--- src/rtl/cordic_iter_engine.sv ---
// Iterative CORDIC rotation engine (linear MAC / hyperbolic cosh-sinh).
// Ports: clk, rst, start, mode, x/y/z_in -> x/y/z_out, busy, done; ROM rom_i/rom_sel/rom_data.
module cordic_iter_engine #(
    parameter int WIDTH = 15,
    parameter int FRAC  = 10,
    parameter int ITER  = 10
) (
    input  logic               clk,
    input  logic               rst,
    input  logic               start,
    input  logic               mode,
    input  logic signed [WIDTH:0] x_in,
    input  logic signed [WIDTH:0] y_in,
    input  logic signed [WIDTH:0] z_in,
    output logic [3:0]         rom_i,
    output logic               rom_sel,
    input  logic signed [WIDTH:0] rom_data,
    output logic signed [WIDTH:0] x_out,
    output logic signed [WIDTH:0] y_out,
    output logic signed [WIDTH:0] z_out,
    output logic               busy,
    output logic               done
);

    // Data words must keep at least one integer bit above the fraction.
    if (FRAC >= WIDTH) begin : g_frac_check
        $error("FRAC leaves no integer bits");
    end

    typedef enum logic [1:0] {
        IDLE = 2'd0,
        RUN  = 2'd1,
        DONE = 2'd2
    } state_t;

    state_t state_q, state_d;
    logic [3:0] cnt_q, cnt_d;
    logic       rep_q, rep_d;
    logic       sel_q, sel_d;
    logic signed [WIDTH:0] x_q, x_d;
    logic signed [WIDTH:0] y_q, y_d;
    logic signed [WIDTH:0] z_q, z_d;
    logic signed [WIDTH:0] xo_q, xo_d;
    logic signed [WIDTH:0] yo_q, yo_d;
    logic signed [WIDTH:0] zo_q, zo_d;

    logic [3:0]            shamt;
    logic                  neg;
    logic signed [WIDTH:0] xs, ys;
    logic signed [WIDTH:0] nx, ny, nz;

    // One micro-rotation; linear mode shifts by cnt-1 so the first
    // step uses the full x (weight 1.0) and x itself never changes.
    always_comb begin
        shamt = sel_q ? cnt_q : cnt_q - 4'd1;
        neg   = z_q[WIDTH];
        xs    = x_q >>> shamt;
        ys    = y_q >>> shamt;
        if (sel_q) begin
            nx = neg ? x_q - ys : x_q + ys;
        end else begin
            nx = x_q;
        end
        ny = neg ? y_q - xs : y_q + xs;
        nz = neg ? z_q + rom_data : z_q - rom_data;
    end

    always_comb begin
        state_d = state_q;
        cnt_d   = cnt_q;
        rep_d   = rep_q;
        sel_d   = sel_q;
        x_d     = x_q;
        y_d     = y_q;
        z_d     = z_q;
        xo_d    = xo_q;
        yo_d    = yo_q;
        zo_d    = zo_q;
        unique case (state_q)
            IDLE: begin
                if (start) begin
                    sel_d   = mode;
                    x_d     = x_in;
                    y_d     = y_in;
                    z_d     = z_in;
                    cnt_d   = 4'd1;
                    rep_d   = 1'b0;
                    state_d = RUN;
                end
            end
            RUN: begin
                x_d = nx;
                y_d = ny;
                z_d = nz;
                // Hyperbolic CORDIC needs index 4 applied twice to converge.
                if (sel_q && cnt_q == 4'd4 && !rep_q) begin
                    rep_d = 1'b1;
                end else if (cnt_q == 4'(ITER)) begin
                    cnt_d   = 4'd1;
                    xo_d    = nx;
                    yo_d    = ny;
                    zo_d    = nz;
                    state_d = DONE;
                end else begin
                    cnt_d = cnt_q + 4'd1;
                end
            end
            DONE: begin
                sel_d   = 1'b0;
                state_d = IDLE;
            end
            default: begin
                state_d = IDLE;
            end
        endcase
    end

    always_ff @(posedge clk) begin
        if (rst) begin
            state_q <= IDLE;
            cnt_q   <= 4'd1;
            rep_q   <= 1'b0;
            sel_q   <= 1'b0;
            x_q     <= '0;
            y_q     <= '0;
            z_q     <= '0;
            xo_q    <= '0;
            yo_q    <= '0;
            zo_q    <= '0;
        end else begin
            state_q <= state_d;
            cnt_q   <= cnt_d;
            rep_q   <= rep_d;
            sel_q   <= sel_d;
            x_q     <= x_d;
            y_q     <= y_d;
            z_q     <= z_d;
            xo_q    <= xo_d;
            yo_q    <= yo_d;
            zo_q    <= zo_d;
        end
    end

    // cnt_q rests at 1 outside RUN, so the index is a plain flop output.
    assign rom_i   = cnt_q;
    assign rom_sel = sel_q;
    assign x_out   = xo_q;
    assign y_out   = yo_q;
    assign z_out   = zo_q;
    assign busy    = (state_q != IDLE);
    assign done    = (state_q == DONE);

endmodule

--- config.mk ---
export PLATFORM = sky130hd
export DESIGN_NAME = cordic_iter_engine
export DESIGN_NICKNAME = d
export VERILOG_FILES = /design/src/rtl/cordic_iter_engine.sv
export SDC_FILE = /design/constraint.sdc
export NUM_CORES = 1
export LEC_CHECK = 0
export ABC_CLOCK_PERIOD_IN_PS = 9050
export BUFFER_PORTS_ARGS = -buffer_cell sky130_fd_sc_hd__buf_2
export CAP_MARGIN = 10
export CORE_MARGIN = 8
export CORE_UTILIZATION = 55
export CTS_BUF_LIST = sky130_fd_sc_hd__clkbuf_4 sky130_fd_sc_hd__clkbuf_8
export DETAILED_ROUTE_END_ITERATION = 10
export PLACE_DENSITY = 0.8
export SETUP_SLACK_MARGIN = 0.2
export SYNTH_ARGS = -nofsm -noshare
export SYNTH_HDL_FRONTEND = slang
export SYNTH_SLANG_ARGS = --single-unit
--- constraint.sdc ---
create_clock -name clk -period 9.05 [get_ports clk]
set_input_delay 1.81 -clock clk [delete_from_list [all_inputs] [get_ports clk]]
set_output_delay 1.81 -clock clk [all_outputs]
set_load 0.005 [all_outputs]
==> run metrics, run 1 <==
DRC=0; layout cell share with drive strength beyond 1=0.144; GRT met1 Usage=0.330; Final Max Slew Viols=0; Peak VDD IR=131 uV; Area contributors post-synth=dfxtp_1, ha_1, a21oi_1; Hold-fix buffers, CTS=0; part of the cycle the worst path needs=0.797; # clock sinks=104; CTS root buf=clkbuf_8; type of the tightest min-delay check=flip-flop to flip-flop; met3 Use GR=0.0441; Post-synth EDFFs=0; vias per cell=6.14; Setup Fix Bufs, Post-CTS=0; wire length per cell=18.1 microns; Fmax=139 MHz; clock skew=0.0219 ns; largest net degree at the start of global routing=84; synth unique cells=73; Setup crit start kind=flip-flop; # IOs=123; Area after DPL=9600 sq um; Clk Latency, worst-skew pair=0.39 ns; TritonCTS clock tree=yes; nets=1377; initial antenna violation count=0; slowest CP cell=nor2_1; Synth-to-Final Area Change=10.2%; Synth Flop Type=dfxtp_1; Final min period=7.21 ns; Crit Path Max Fanout=16; worst path required time=9.35 ns; status=completed; drt total wl=roughly 27000 microns; routing usage on met2=0.424; initial core utilization=0.561; clk buf depth=2; Global Route Usage Sum=0.258; Final Cell Area=9790 sq um; syn avg cell area=7.50 sq um; Die ar.=20500 sq um; setup TNS=0 ns; RSZ-0062 raised after global routing=false; gr ovfl total=0; Final Setup Violations=0; sequential area share after synthesis=0.234; Post-DP HPWL=between 15000 and 20000 microns; first-pass GRT wire length=42900 microns; Slew HR=0.263; #FFs+latches synth=around 100; Placer Congestion=0.949; commonest cells after routing, fill and taps aside=nor2_1, nand2_1, a21oi_1, buf_2, dfxtp_1; H-tree levels=3; Crit Path Category=flip-flop to flip-flop; Clk pin slew, worst setup/hold paths=0.11 ns; Port Buffers=about 120; Antenna diodes=0; cell taking the most area after synthesis=dfxtp_1; Die W=143 microns; Power Density=between 200 and 250 nW/um^2; most common cell after layout, fill and taps aside=nor2_1; crit path DAT=~7.5 ns; post-synth top area share=0.234; total power=0.00197 W; Die Y=143 microns; CTS Buf Count=9; Hold Slack=0.458 ns; CP Cell Sequence=inv_1 > ha_1 > nor2b_1 > nor2_1 > buf_4 > a21oi_1 > o22ai_1 > mux2i_1 > nor4_1 > nor4b_2 > nor2_1 > xnor2_1 > ha_1 > a31o_2 > a311oi_1 > o2bb2ai_1 > o21ai_0 > a31oi_1 > xnor3_1 > a221oi_1; total of max-cap violations=0; Core Rows=46; Leak=4.16 nW; Floorplan Core Area=15800 sq um; vias in the first global route=8612; final hold vios=0; Gates resized, CTS repair=0; Async S/R FF share, synth=0; via count=9057; Worst setup EP type=flip-flop; Most Used Layer, Global Route=met2; CP max stage delay=0.83 ns; post-detailed-route count of antenna-violating nets=0; DRT iter0 DRCs=between 800 and 900; synthesized area=around 8900 sq um; Post-Synthesis Cells=roughly 1200; syn_nets=1308; DRT Pass-1 Iters=5; Synthesis Warnings=0; Worst-Margin Slew=1.10 ns
## logic make-up (layout without fill, tap and decap cells)
family	Yosys count	in the layout	share of synthesized area
xor gates and xnor gates	80	80	0.0821
and+or+nand+nor	432	432	0.215
buffers and inverters	112	186	0.0507
DFF	104	104	0.234
adders and majority gates	56	56	0.0814
muxes	66	66	0.0876
AOI/OAI and AO/OA	334	334	0.249
## routing by layer
layer	part of all wire	vias to the layer above
li1	-	4412
met2	0.47	373
met3	0.070	51
met5	0	-
met1	0.43	4221
met4	0.029	0
## critical path, delay by kind of cell (launching register included)
kind | cells | cell delay, ns
multiplexers | 1 | 0.21
AO/OA/AOI/OAI | 8 | 1.99
AND/OR/NAND/NOR | 5 | 2.15
adder cells (fa/ha/maj) | 2 | 0.83
flip-flops | 1 | 0.77
XOR/XNOR | 2 | 0.52
buffers and inverters | 2 | 0.65
## worst paths after layout
check	start	endpoint	slack, ns	cells past startpoint
setup reg to reg	rom_i[0]	y_q[15]	1.84	20
setup / recovery	rom_i[0]	y_q[15]	1.84	20
hold / removal	y_out[4]	y_out[4]	0.46	2
hold reg to reg	y_out[4]	y_out[4]	0.46	2
## sequential cells by signal (all words and copies together) (netlist names)
signal	cells
y_q	16
y_out	16
z_out	16
z_q	16
rom_sel	1
state_q	2
x_out	16
rep_q	1
rom_i	4
x_q	16
## synth_stat cells (all sizes together), types with 8 or more instances
library cell	instances
o21a	12
ha	53
a31oi	20
nor3	33
mux4	9
o21ai	29
clkbuf	58
o221ai	19
xor2	29
nand2	144
and2	8
nor2	156
buf	21
a21o	15
xnor2	50
nand3	32
o21bai	11
nor2b	12
a21oi	121
inv	32
mux2i	53
a211oi	31
dfxtp	104
## power breakdown
group	leakage [nW]	internal, W	switching (W)
sequential	0.851	0.000487	0.0000548
clock	0.0949	0.000106	0.000186
combinational	3.21	0.000481	0.000659
## layout make-up
cell class | instances | area [sq um]
Sequential cell | 104 | 2080
Timing Repair Buffer | 137 | 726
Fill cell | 1415 | 6040
Clock buffer | 9 | 124
Multi-Input combinational cell | 968 | 6390
Inverter | 33 | 124
Clock inverter | 7 | 66.3
Tap cell | 216 | 270
## through the flow
step | instances | util | worst slack (ns)
2_1_floorplan | 1184 | - | 3.19
3_3_place_gp | 1458 | 0.606 | 2.43
3_5_place_dp | 1458 | 0.606 | 1.98
4_1_cts | 1474 | 0.618 | 1.96
5_1_grt | 1474 | 0.618 | 1.41
6_report | 1474 | 0.618 | 1.84
(Power assumes the default switching activity.)
==> run 2, diff against run 1 <==
ABC_CLOCK_PERIOD_IN_PS = 6300   (was 9050)
PLACE_DENSITY = 0.83   (was 0.8)
clock period = 6.3 ns   (was 9.05 ns; I/O delays follow)
==> run 2 against run 1 <==
Sequential share of layout area shrank 0.30 points. Final area rose by 1.9%. Largest cell class unchanged. Critical path type unchanged. Final cell count increased by 0.81%. Clock-buffer cell count did not move.
==> run metrics, run 2 (synthesis gave the netlist of run 1 again) <==
Hold Slack=0.458 ns (about the same); Die Y=143 microns (unchanged); Global Route Usage Sum=0.268 (was 0.258); initial core utilization=0.561 (unchanged); DP Cell Count=1467 (was 1458); Reg power frac=0.266 (was 0.275); clock skew=0.0135 ns (was 0.0219 ns); crit path DAT=6.04 ns (was 7.50 ns); # IOs=123 (unchanged); Worst R2R Setup Slack=0.56 ns (was 1.84 ns); Gate power share=0.575 (was 0.577); initial antenna violation count=0 (unchanged); RSZ-0062 raised after global routing=true (was false); NetSw=0.00131 W (was 0.000899 W); CTS root buf=clkbuf_8 (unchanged); DRT iter0 DRCs=857 (was 848); vias per cell=6.17 (was 6.14); clk buf depth=2 (unchanged); CP Cell Sequence=inv_1 > ha_2 > nor2b_2 > nor2_2 > buf_6 > mux4_2 > mux4_2 > inv_1 > ha_1 > mux2i_2 > ha_1 > nor2b_1 > o21a_1 > o21ai_0 > a31oi_1 > a311oi_2 > o2bb2ai_1 > o21ai_0 > a31oi_1 > xnor3_1 > a221oi_1 (was inv_1 > ha_1 > nor2b_1 > nor2_1 > buf_4 > a21oi_1 > o22ai_1 > mux2i_1 > nor4_1 > nor4b_2 > nor2_1 > xnor2_1 > ha_1 > a31o_2 > a311oi_1 > o2bb2ai_1 > o21ai_0 > a31oi_1 > xnor3_1 > a221oi_1); R2R cell count=21 (was 20); met3 Use GR=0.0491 (was 0.0441); Final Max Slew Viols=0 (unchanged); setup TNS=0 ns (unchanged); Clk pin slew, worst setup/hold paths=0.11 ns (about the same); wire length per cell=18.9 microns (was 18.1 microns); Final Setup Violations=0 (unchanged); status=completed (unchanged); Crit Path Max Fanout=13 (was 16); via count=9167 (was 9057); Final min period=5.74 ns (was 7.21 ns); Worst Hold Depth=2 (unchanged); largest net degree at the start of global routing=110 (was 84); Antenna diodes=0 (unchanged); vias in the first global route=8862 (was 8612); first-pass GRT wire length=44500 microns (was 42900 microns); part of the cycle the worst path needs=0.911 (was 0.797); DRC=0 (unchanged); # clock sinks=104 (unchanged); TritonCTS clock tree=yes (unchanged); nets=1389 (was 1377); layout cell share with drive strength beyond 1=0.161 (was 0.144); total of max-cap violations=0 (unchanged); drt total wl=28100 microns (was 26700 microns); CTS Buf Count=9 (unchanged); Die W=143 microns (unchanged); Leak=4.25 nW (was 4.16 nW); Int Power=0.00160 W (was 0.00107 W); Synth-to-Final Area Change=12.3% (was 10.2%); final std cells w/o fill=1486 (was 1474); Die ar.=20500 sq um (unchanged); Power Density=293 nW/um^2 (was 202 nW/um^2); H-tree levels=3 (unchanged); Worst-Margin Slew=1.14 ns (was 1.10 ns); Most Used Layer, Global Route=met2 (unchanged); CP max stage delay=0.58 ns (was 0.83 ns); most common cell after layout, fill and taps aside=nor2_1 (unchanged); Placer Congestion=0.997 (was 0.949); Hold-fix buffers, CTS=0 (unchanged); worst r2r dst=y_q[15] (unchanged); RR Startpoint=rom_i[0] (unchanged); Hold Path Origin=y_out[3] (was y_out[4]); total power=0.00292 W (was 0.00197 W); Crit Path Category=flip-flop to flip-flop (unchanged); Fmax=174 MHz (was 139 MHz); WHS Endpoint=y_out[3] (was y_out[4]); slowest CP cell=mux4_2 (was nor2_1); Sw Ratio=0.450 (was 0.455); Core Rows=46 (unchanged); Setup crit start kind=flip-flop (unchanged); Floorplan Core Area=15800 sq um (unchanged); post-detailed-route count of antenna-violating nets=0 (unchanged); gr ovfl total=0 (unchanged); worst path required time=6.61 ns (was 9.35 ns); Slew HR=0.241 (was 0.263); power share of the clock group=0.159 (was 0.148); Clk Latency, worst-skew pair=0.41 ns (was 0.39 ns); Worst setup EP type=flip-flop (unchanged); routing usage on met2=0.452 (was 0.424); type of the tightest min-delay check=flip-flop to flip-flop (unchanged); GRT met1 Usage=0.335 (was 0.330); Peak VDD IR=134 uV (was 131 uV); final hold vios=0 (unchanged); commonest cells after routing, fill and taps aside=nor2_1, nand2_1, buf_2 (was nor2_1, nand2_1, a21oi_1, buf_2, dfxtp_1); DRT Pass-1 Iters=5 (unchanged); Port Buffers=122 (unchanged); Post-DP HPWL=20500 microns (was 19900 microns)
==> run 2: area by class of cell <==
cell class	count	area (sq um)
multi-input combinational	969	6460
clock inverter	7	86.3
fill	1365	5860
clock buffer	9	124
tap	216	270
timing repair buffer	148	810
sequential	104	2090
inverter	33	124
==> run 2: how the worst max path moves through the flow <==
stage           endpoint  startpoint  slack (ns)  depth (start not counted)
6_report         y_q[15]    rom_i[0]        0.56                         21
4_1_cts          y_q[15]    rom_i[0]        0.33                         20
3_5_place_dp   y_out[15]    rom_i[0]        0.08                         20
5_1_grt          y_q[15]    rom_i[0]        0.16                         21
3_3_place_gp     y_q[15]    rom_i[0]        0.39                         20
2_1_floorplan    y_q[15]    rom_i[0]        0.44                         24
==> run 2: metal layers <==
metal | vias up | share of wire
met2 | 430 | 0.48
met3 | 54 | 0.082
met4 | 0 | 0.023
li1 | 4441 | -
met1 | 4242 | 0.41
met5 | - | 0
==> run 2: repair_timing <==
item	CTS	global route
endpoints found under the hold margin	0	0
cloned	0	2
resized for setup	3	13
setup buffers	0	1
pin swaps	0	1
endpoints found under the setup margin	2	14
==> run 2: critical path, delay by kind of cell, from the launching register on <==
kind	cells	cell delay, ns
and+or+nand+nor	3	0.54
adders and majority gates	3	0.94
AOI/OAI and AO/OA	8	1.76
muxes	3	1.12
xor gates and xnor gates	1	0.36
DFF	1	0.47
buffers and inverters	3	0.46
==> run 2: power groups by stage <==
stage               Clock, W  Sequential, W  Combinational [W]
floorplan                  0       0.000750            0.00129
global placement           0       0.000788            0.00159
detailed placement         0       0.000790            0.00161
CTS                 0.000469       0.000775            0.00163
global route        0.000494       0.000784            0.00185
finish              0.000464       0.000778            0.00168
==> run 2: metrics by stage <==
stage | utilization | cell area [sq um] | setup slack, ns
after floorplan | - | 8880 | 0.438
after global placement | 0.611 | 9660 | 0.386
after detailed placement | 0.611 | 9660 | 0.0788
after CTS | 0.625 | 9890 | 0.330
after global routing | 0.630 | 9970 | 0.163
final | 0.630 | 9970 | 0.563
